--- config.mk ---
export PLATFORM = sky130hd
export DESIGN_NAME = sprite_fetch
export DESIGN_NICKNAME = d
export VERILOG_FILES = /design/src/rtl/vga_pkg.sv /design/src/rtl/delay_line.sv /design/src/rtl/sprite_fetch.sv
export SDC_FILE = /design/constraint.sdc
export NUM_CORES = 1
export LEC_CHECK = 0
export CORE_ASPECT_RATIO = 0.9
export CORE_MARGIN = 2
export CORE_UTILIZATION = 40
export DETAILED_ROUTE_END_ITERATION = 7
export PLACE_DENSITY = 0.68
export SLEW_MARGIN = 20
export SYNTH_ARGS = -nofsm -noshare
export SYNTH_HDL_FRONTEND = slang
export SYNTH_SLANG_ARGS = --single-unit
--- constraint.sdc ---
create_clock -name clk -period 5.18 [get_ports clk]
set_input_delay 0.777 -clock clk [delete_from_list [all_inputs] [get_ports clk]]
set_output_delay 0.777 -clock clk [all_outputs]
set_load 0.005 [all_outputs]
--- src/rtl/vga_pkg.sv ---
// Shared VGA-side definitions for the sprite fetch stage.
// Holds the visible raster size, default coordinate/colour widths and the
// position-update FSM state encoding.
package vga_pkg;

    localparam int unsigned H_ACTIVE        = 640;
    localparam int unsigned V_ACTIVE        = 480;
    localparam int unsigned VGA_COORD_WIDTH = 10;
    localparam int unsigned RGB_WIDTH       = 24;

    // Sprite position update FSM: idle, shadow holds an uncommitted update,
    // shadow is being copied to the active position.
    typedef enum logic [1:0] {
        POS_IDLE    = 2'd0,
        POS_PENDING = 2'd1,
        POS_COMMIT  = 2'd2
    } pos_state_e;

endpackage

--- src/rtl/delay_line.sv ---
// Parameterised shift register with synchronous active-high reset.
// Ports:
//   clk, rst   rising-edge clock, synchronous reset (clears every stage)
//   din        value entering the line
//   dout       din delayed by DEPTH clocks (DEPTH >= 1)
module delay_line #(
    parameter int unsigned WIDTH = 1,
    parameter int unsigned DEPTH = 1
) (
    input  logic             clk,
    input  logic             rst,
    input  logic [WIDTH-1:0] din,
    output logic [WIDTH-1:0] dout
);

    logic [WIDTH-1:0] stage [DEPTH];

    // Shift one stage per clock; reset empties the whole line at once.
    always_ff @(posedge clk) begin
        if (rst) begin
            for (int unsigned i = 0; i < DEPTH; i++) begin
                stage[i] <= '0;
            end
        end else begin
            stage[0] <= din;
            for (int unsigned i = 1; i < DEPTH; i++) begin
                stage[i] <= stage[i-1];
            end
        end
    end

    assign dout = stage[DEPTH-1];

endmodule

--- src/rtl/sprite_fetch.sv ---
// Sprite fetch stage: hit-tests the raster position against one rectangular
// sprite, reads the texel from a synchronous sprite ROM and emits it aligned
// with a delayed display-enable, ready for the colour generator.
// Sprite position updates are double-buffered and only committed at frame
// start (hcount == 0, vcount == 0) so a frame never shows two positions.
//
// Ports:
//   clk, rst        pixel clock, synchronous active-high reset
//   bright_in       display-active flag from the timing stage
//   hcount, vcount  raster column / row
//   pos_x, pos_y    requested sprite top-left corner, captured by pos_load
//   pos_load        one-cycle strobe capturing the requested position
//   mirror_h        (SPRITE_FETCH_MIRROR_EN only) horizontal mirror request,
//                   captured and committed together with the position
//   rom_addr        sprite ROM read address (registered)
//   rom_data        sprite ROM read data
//   bright          bright_in delayed to line up with pixel
//   pix_en          sprite covers this pixel
//   pixel           texel, 0 when pix_en is 0
//   pos_busy        a captured position is waiting for frame start
//
// Timing: inputs to outputs take 1+ROM_LATENCY clocks. The rom_addr register
// is the first of the ROM_LATENCY read stages, so rom_data must carry the
// texel for rom_addr ROM_LATENCY-1 clocks after rom_addr changes.
//
// Optional build macro: SPRITE_FETCH_MIRROR_EN adds the mirror_h input.
module sprite_fetch
    import vga_pkg::*;
#(
    parameter int unsigned DATA_WIDTH  = RGB_WIDTH,
    parameter int unsigned COORD_WIDTH = VGA_COORD_WIDTH,
    parameter int unsigned SPRITE_W    = 64,
    parameter int unsigned SPRITE_H    = 64,
    parameter int unsigned ADDR_WIDTH  = 12,
    parameter int unsigned ROM_LATENCY = 1
) (
    input  logic                   clk,
    input  logic                   rst,
    input  logic                   bright_in,
    input  logic [COORD_WIDTH-1:0] hcount,
    input  logic [COORD_WIDTH-1:0] vcount,
    input  logic [COORD_WIDTH-1:0] pos_x,
    input  logic [COORD_WIDTH-1:0] pos_y,
    input  logic                   pos_load,
`ifdef SPRITE_FETCH_MIRROR_EN
    input  logic                   mirror_h,
`endif
    output logic [ADDR_WIDTH-1:0]  rom_addr,
    input  logic [DATA_WIDTH-1:0]  rom_data,
    output logic                   bright,
    output logic                   pix_en,
    output logic [DATA_WIDTH-1:0]  pixel,
    output logic                   pos_busy
);

    localparam int unsigned DIFF_W = COORD_WIDTH + 1;
    localparam int unsigned COL_W  = $clog2(SPRITE_W);

    pos_state_e state, next_state;

    logic [COORD_WIDTH-1:0] act_x, act_y;
    logic [COORD_WIDTH-1:0] shd_x, shd_y;
`ifdef SPRITE_FETCH_MIRROR_EN
    logic                   act_mirror, shd_mirror;
`endif

    logic [DIFF_W-1:0]     dx, dy;
    logic [COL_W-1:0]      col;
    logic [ADDR_WIDTH-1:0] addr_c;
    logic                  hit_c;
    logic                  frame_start_c;
    logic                  shadow_we_c;
    logic                  commit_c;
    logic [1:0]            align_q;

    // Offsets carry one extra bit so a sprite near the right/bottom edge
    // shows up as a negative offset at low raster positions, not a wrapped hit.
    assign dx = {1'b0, hcount} - {1'b0, act_x};
    assign dy = {1'b0, vcount} - {1'b0, act_y};

    assign hit_c = bright_in
                 && !dx[DIFF_W-1] && !dy[DIFF_W-1]
                 && (dx < DIFF_W'(SPRITE_W))
                 && (dy < DIFF_W'(SPRITE_H));

    // SPRITE_W is a power of two, so SPRITE_W-1-dx is the bitwise inverse.
`ifdef SPRITE_FETCH_MIRROR_EN
    assign col = act_mirror ? ~dx[COL_W-1:0] : dx[COL_W-1:0];
`else
    assign col = dx[COL_W-1:0];
`endif

    // dy*SPRITE_W + col as a concatenation.
    assign addr_c = ADDR_WIDTH'({dy, col});

    assign frame_start_c = (hcount == '0) && (vcount == '0);

    // Stage 1: ROM address, held between hits.
    always_ff @(posedge clk) begin
        if (rst) begin
            rom_addr <= '0;
        end else if (hit_c) begin
            rom_addr <= addr_c;
        end
    end

    // Carry bright_in and hit alongside the ROM read.
    delay_line #(
        .WIDTH(2),
        .DEPTH(ROM_LATENCY)
    ) u_align (
        .clk  (clk),
        .rst  (rst),
        .din  ({bright_in, hit_c}),
        .dout (align_q)
    );

    // Output stage: texel captured only for covered pixels.
    always_ff @(posedge clk) begin
        if (rst) begin
            bright <= 1'b0;
            pix_en <= 1'b0;
            pixel  <= '0;
        end else begin
            bright <= align_q[1];
            pix_en <= align_q[0];
            pixel  <= align_q[0] ? rom_data : '0;
        end
    end

    // Position FSM: state register.
    always_ff @(posedge clk) begin
        if (rst) begin
            state <= POS_IDLE;
        end else begin
            state <= next_state;
        end
    end

    // Position FSM: next state. A load coinciding with frame start in
    // PENDING still commits; the shadow is rewritten on that same edge so
    // the commit uses the newest request.
    always_comb begin
        next_state = state;
        case (state)
            POS_IDLE: begin
                if (pos_load) begin
                    next_state = POS_PENDING;
                end
            end
            POS_PENDING: begin
                if (frame_start_c) begin
                    next_state = POS_COMMIT;
                end
            end
            POS_COMMIT: begin
                next_state = pos_load ? POS_PENDING : POS_IDLE;
            end
            default: begin
                next_state = POS_IDLE;
            end
        endcase
    end

    // Position FSM: outputs. Every state accepts a load into the shadow.
    always_comb begin
        shadow_we_c = 1'b0;
        commit_c    = 1'b0;
        case (state)
            POS_IDLE:    shadow_we_c = pos_load;
            POS_PENDING: shadow_we_c = pos_load;
            POS_COMMIT: begin
                shadow_we_c = pos_load;
                commit_c    = 1'b1;
            end
            default:     shadow_we_c = 1'b0;
        endcase
    end

    // Shadow and active position registers plus the busy flag.
    always_ff @(posedge clk) begin
        if (rst) begin
            shd_x    <= '0;
            shd_y    <= '0;
            act_x    <= '0;
            act_y    <= '0;
            pos_busy <= 1'b0;
`ifdef SPRITE_FETCH_MIRROR_EN
            shd_mirror <= 1'b0;
            act_mirror <= 1'b0;
`endif
        end else begin
            if (shadow_we_c) begin
                shd_x <= pos_x;
                shd_y <= pos_y;
`ifdef SPRITE_FETCH_MIRROR_EN
                shd_mirror <= mirror_h;
`endif
            end
            if (commit_c) begin
                act_x <= shd_x;
                act_y <= shd_y;
`ifdef SPRITE_FETCH_MIRROR_EN
                act_mirror <= shd_mirror;
`endif
            end
            pos_busy <= (next_state == POS_PENDING);
        end
    end

endmodule

* After elaboration in Yosys (flattened, before gate mapping)
Memory sizes are Yosys's and may differ from the RTL's. Cells that the tools add are included.
Word-level totals: register bits after elaboration 81, RAM bits 2, input port bits 68, output and inout bits 39, memories kept 1
Operators by class: $add $sub $neg 2, $lt $le $gt $ge 2, equal/unequal tests 3, multiplexer cells 11, bitwise gates (word level) 1, reduce and logical (&&, ||, !) cells 13
Memory list:
- u_align.stage | words 1, bits a word 2, read ports 1, clocked after memory_dff 0, wr ports 1, RTL line delay_line.sv:16 | logic [WIDTH-1:0] stage [DEPTH];
Operator list (number):
- 11-bit by 7-bit < comparator with 1-bit output (second input constant) | 2
- 10-bit by 10-bit subtractor with 11-bit output | 2
- 10-bit logical NOT | 2
- 1-bit two-way mux | 7
- 2-bit two-way mux | 3
- 2-bit one-hot mux with 3 select lines | 1
- 1-bit logical AND | 5
- 2-bit by 1-bit == test with 1-bit output (second input constant) | 2
- 2-bit OR reduction | 2
- 3-bit OR reduction | 1
- 2-bit == test (second input constant) | 1
- 1-bit logical NOT | 2
- 2-bit logical NOT | 1
- 1-bit inverter | 1

* Depth between registers and ports, before layout
depth after elaboration 7, depth in mapped cells 12, gate-level depth less buffers 11

* Modules after synthesis
A second synthesis with hierarchy kept.
Second synthesis, totals: cells, all modules 456, area, all modules 3873.7 um^2
Modules (own cells, without submodules):
- sprite_fetch | times used 1, cells each 452, area an instance 3821.2 um^2
- delay_line | times used 1, cells each 4, area an instance 52.6 um^2

* Worst setup path before layout
Ideal clock, no wire load.
path kind in2reg, from input port hcount[0], to register rom_addr[9], library setup time 0.069 ns, arrival 2.864 ns, required time 5.111 ns, slack 2.247 ns, stages on the path 11, buffers on the path 0, cell sequence inv_1 > ha_1 > inv_1 > fa_1 > a21o_1 > a31o_1 > a21oi_2 > xor2_2 > nand4b_4 > or4_1 > o21ai_1
Between the ends: word-level cells in the longest chain between the ends 6, elaborated cells between the ends (all ways) 7
Ends and longest elaborated chain:
- start, declared | RTL line sprite_fetch.sv:40 | input logic [COORD_WIDTH-1:0] hcount,
- 10-bit by 10-bit subtractor with 11-bit output (*) | RTL line sprite_fetch.sv:78 | assign dx = {1'b0, hcount} - {1'b0, act_x};
- parallel branches: the longest is 3 deep, another holds 11-bit by 7-bit < comparator with 1-bit output
- 1-bit logical AND (*) | RTL line sprite_fetch.sv:83 | && (dx < DIFF_W'(SPRITE_W))
- 1-bit logical AND (*) | RTL line sprite_fetch.sv:84 | && (dy < DIFF_W'(SPRITE_H));
- end signal, assigned | RTL line sprite_fetch.sv:103 | rom_addr <= addr_c;
- end, declared | RTL line sprite_fetch.sv:48 | output logic [ADDR_WIDTH-1:0] rom_addr,
Mark *: on every way between the ends. A chain may end at the register's enable or synchronous reset.

* Worst setup path after layout
from input port vcount[0], to register rom_addr[0]
Between the ends: word-level cells in the longest chain between the ends 5, elaborated cells between the ends (all ways) 6
Ends and longest elaborated chain:
- start, declared | RTL line sprite_fetch.sv:41 | input logic [COORD_WIDTH-1:0] vcount,
- 10-bit by 10-bit subtractor with 11-bit output (*) | RTL line sprite_fetch.sv:79 | assign dy = {1'b0, vcount} - {1'b0, act_y};
- parallel branches: the longest is 3 deep, another holds 11-bit by 7-bit < comparator with 1-bit output
- 1-bit logical AND (*) | RTL line sprite_fetch.sv:84
Marked as above.

==> results by group <==
Power
  – Cell area power density: 253 mW/mm^2
  – Pleak: 1.84 nW
  – Worst voltage drop across the vdd grid: approximately 0.15 mV

Timing
  – Largest clock skew in the final design: 0.00858 ns
  – Final Setup Violations: 0
  – RSZ-0062 raised after global routing: false
  – Worst-case setup margin in the final layout: 1.84 ns
  – Pin slew with the least headroom to its limit: 0.756 ns
  – Setup Total Neg Slack: 0 ns
  – Final hold vios: 0
  – Max Fclk: 299 MHz
  – Slew headroom: 0.494
  – Slew Viols, Final: 0
  – Crit path time final: ~3.3 ns
  – Crit share post-route: 0.645

Clock network
  – Clock root cell: sky130_fd_sc_hd__clkbuf_8
  – Post-CTS setup buffers: 0
  – CTS Hold Buffers Added: 0
  – Clock insertion delay at the later pin of the skew report: 0.35 ns
  – Clk buf depth: 2
  – H-Tree Level Count: 3
  – CTS sink cnt: 83
  – Number of clock buffers inserted by TritonCTS: 9
  – Clock transition at path regs: 0.09 ns
  – Post-cts resize count: 0
  – TritonCTS clock tree: done

Cells and area
  – Number of fillers in the final layout: 844
  – Fraction of layout instances using a drive strength above 1: 0.0536
  – Area occupied by multi-input gates: 0.00189 mm^2
  – Synth-to-layout area growth: 36.3%
  – Net total in the final layout: 626
  – Area taken by flip-flops and latches: 0.00166 mm^2
  – Antenna diodes: 0

Setup path
  – Data required time at the worst endpoint: 5.44 ns
  – Worst Reg2Reg Path Length in Cells: 10
  – Type of origin of the critical path: input port
  – Worst EP arrival: 3.60 ns
  – Crit end category: flop
  – Category of the most critical setup path: input port to flop
  – Critical-path maximum fanout: 10

Flow run
  – Max-capacitance violation count: 0

Synth
  – Cells after Synth: 436
  – Netlist Area Pre-Place: 0.00372 mm^2
  – Most frequent cell after synthesis: sky130_fd_sc_hd__nand2_1
  – Largest area contributor in the synthesized netlist: sky130_fd_sc_hd__dfxtp_1
  – Top cells by instance count after synthesis: 89 x sky130_fd_sc_hd__nand2_1, 83 x sky130_fd_sc_hd__dfxtp_1, 57 x sky130_fd_sc_hd__a21oi_1
  – Post-Synthesis Mean Instance Area: 8.53 um^2
  – Yosys cell types: 50
  – Number of enable-type register cells in the synthesized netlist: 0
  – Synth top area share: 0.447
  – Register bit total from synthesis: 83
  – Net Count, Synth: 526
  – Count of synthesis-stage warnings from yosys: 0
  – Main flop type after synthesis: sky130_fd_sc_hd__dfxtp_1
  – Async set-reset flop share out of synthesis: 0
  – Sequential area share after synthesis: 0.447
  – Cell types occupying the most area after synthesis: sky130_fd_sc_hd__dfxtp_1 45%, sky130_fd_sc_hd__nand2_1 9.0%, sky130_fd_sc_hd__a21oi_1 7.7%

Die
  – Die Y-Extent: around 95 um
  – Initial standard-cell utilization of the core: 0.409
  – Chip Width: 106 um
  – Die ar.: 0.0101 mm^2
  – Top-level I/O count: around 110
  – Core area: 0.00908 mm^2
  – Core Rows: 33

Drt
  – DR WL/cell: 13.8 um
  – Residual DRC count: 0
  – Detail Route Antenna Nets: 0
  – Wirelength, routed: 9160 um
  – Via density per instance: 4.90
  – 1st-pass router iterations: 4
  – 1st-iter DRT viols: ~110
  – Via count: around 3300

Global route
  – Total track usage: 0.181
  – Largest net degree at the start of global routing: 62
  – First-pass GRT wire length: 14400 um
  – Total congestion overflow after global routing: 0
  – Number of antenna violations at the first check in global routing: 0
  – Via count of the first global-routing pass: approximately 3000

Min path
  – Hold Path Depth: 2
  – Min-Delay Path Class: flop to flop

Placement
  – Gp weighted congestion: 0.848
  – Setup slack at placement: 1.47 ns
  – Detailed placement HPWL: around 7100 um
  – PortBufs: between 100 and 150

Outcome
  – Run status: finished, final reports clean
[layout by cell type, fill, tap and decap left out, types with 6 or more instances in the layout]
cell type / n
sky130_fd_sc_hd__a21oi_1: 57
sky130_fd_sc_hd__and2_1: 25
sky130_fd_sc_hd__clkbuf_8: 9
sky130_fd_sc_hd__clkdlybuf4s50_1: 105
sky130_fd_sc_hd__dfxtp_1: 83
sky130_fd_sc_hd__ha_1: 20
sky130_fd_sc_hd__inv_1: 26
sky130_fd_sc_hd__nand2_1: 89
sky130_fd_sc_hd__nand2b_1: 10
sky130_fd_sc_hd__nand3_1: 8
sky130_fd_sc_hd__nor2_1: 13
sky130_fd_sc_hd__nor2b_1: 7
sky130_fd_sc_hd__nor4_1: 6
sky130_fd_sc_hd__o21ai_0: 12
sky130_fd_sc_hd__xnor2_1: 7
[kinds of logic (layout without fill, tap and decap cells)]
family / Yosys count / in the layout / share of synthesized area
AND/OR/NAND/NOR: 177 / 177 / 0.234
multiplexers: 4 / 4 / 0.0141
buffers and inverters: 44 / 149 / 0.0458
adder cells (fa/ha/maj): 22 / 22 / 0.0781
flip-flops: 83 / 83 / 0.447
AO/OA/AOI/OAI: 98 / 98 / 0.160
XOR/XNOR: 8 / 8 / 0.0209
[where the power goes]
| part | switching [mW] | internal, mW | total (mW) |
|---|---|---|---|
| sequential | 0.00557 | 0.648 | 0.653 |
| clock | 0.244 | 0.226 | 0.470 |
| combinational | 0.0729 | 0.0843 | 0.157 |
| total | 0.322 | 0.958 | 1.28 |
[routing by layer]
metal | global-route usage | vias up | part of all wire
met2 | 0.291 | 88 | 0.46
met1 | 0.235 | 1470 | 0.47
met5 | 0 | - | 0
met4 | 0.0779 | 0 | 0.020
li1 | - | 1677 | -
met3 | 0.0437 | 17 | 0.049
[flip-flops by register name (all words and copies together), names as in the netlist]
signal / count
pixel: 24
pix_en: 1
state: 2
u_align.stage: 2
pos_busy: 1
act_y: 10
bright: 1
shd_x: 10
rom_addr: 12
shd_y: 10
act_x: 10
[critical path, stage by stage]
cell                              delay, ns
sky130_fd_sc_hd__clkdlybuf4s50_1       0.48
sky130_fd_sc_hd__inv_1                 0.05
sky130_fd_sc_hd__ha_1                  0.22
sky130_fd_sc_hd__fa_1                  0.40
sky130_fd_sc_hd__nand2b_1              0.20
sky130_fd_sc_hd__a21oi_2               0.19
sky130_fd_sc_hd__nor3_1                0.07
sky130_fd_sc_hd__nor3_1                0.38
sky130_fd_sc_hd__and4b_1               0.47
sky130_fd_sc_hd__a21oi_1               0.12
sky130_fd_sc_hd__a211oi_1              0.24
[worst paths after layout]
kind	to	start	slack [ns]
max	rom_addr[0]	vcount[0]	1.84
min	act_y[7]	shd_y[7]	0.46
max reg2reg	rom_addr[0]	act_x[0]	2.48
min reg2reg	act_y[7]	shd_y[7]	0.46
[area by class of cell]
class	instances	area share
Clock buffer	9	0.0244
Inverter	26	0.0193
Clock inverter	7	0.0153
Tap cell	122	0.0301
Timing Repair Buffer	107	0.210
Sequential cell	83	0.328
Multi-Input combinational cell	309	0.373
[through the flow]
step,cells,instance area (um^2),power [mW],utilization,hold WS (ns)
floorplan,436,3720,0.749,-,0.414
global placement,647,4860,0.821,0.535,0.423
detailed placement,647,4860,0.824,0.535,0.422
CTS,663,5060,1.29,0.558,0.460
global route,663,5070,1.33,0.558,0.474
finish,663,5070,1.28,0.558,0.456
No activity file was read; power rests on OpenSTA's default activity.
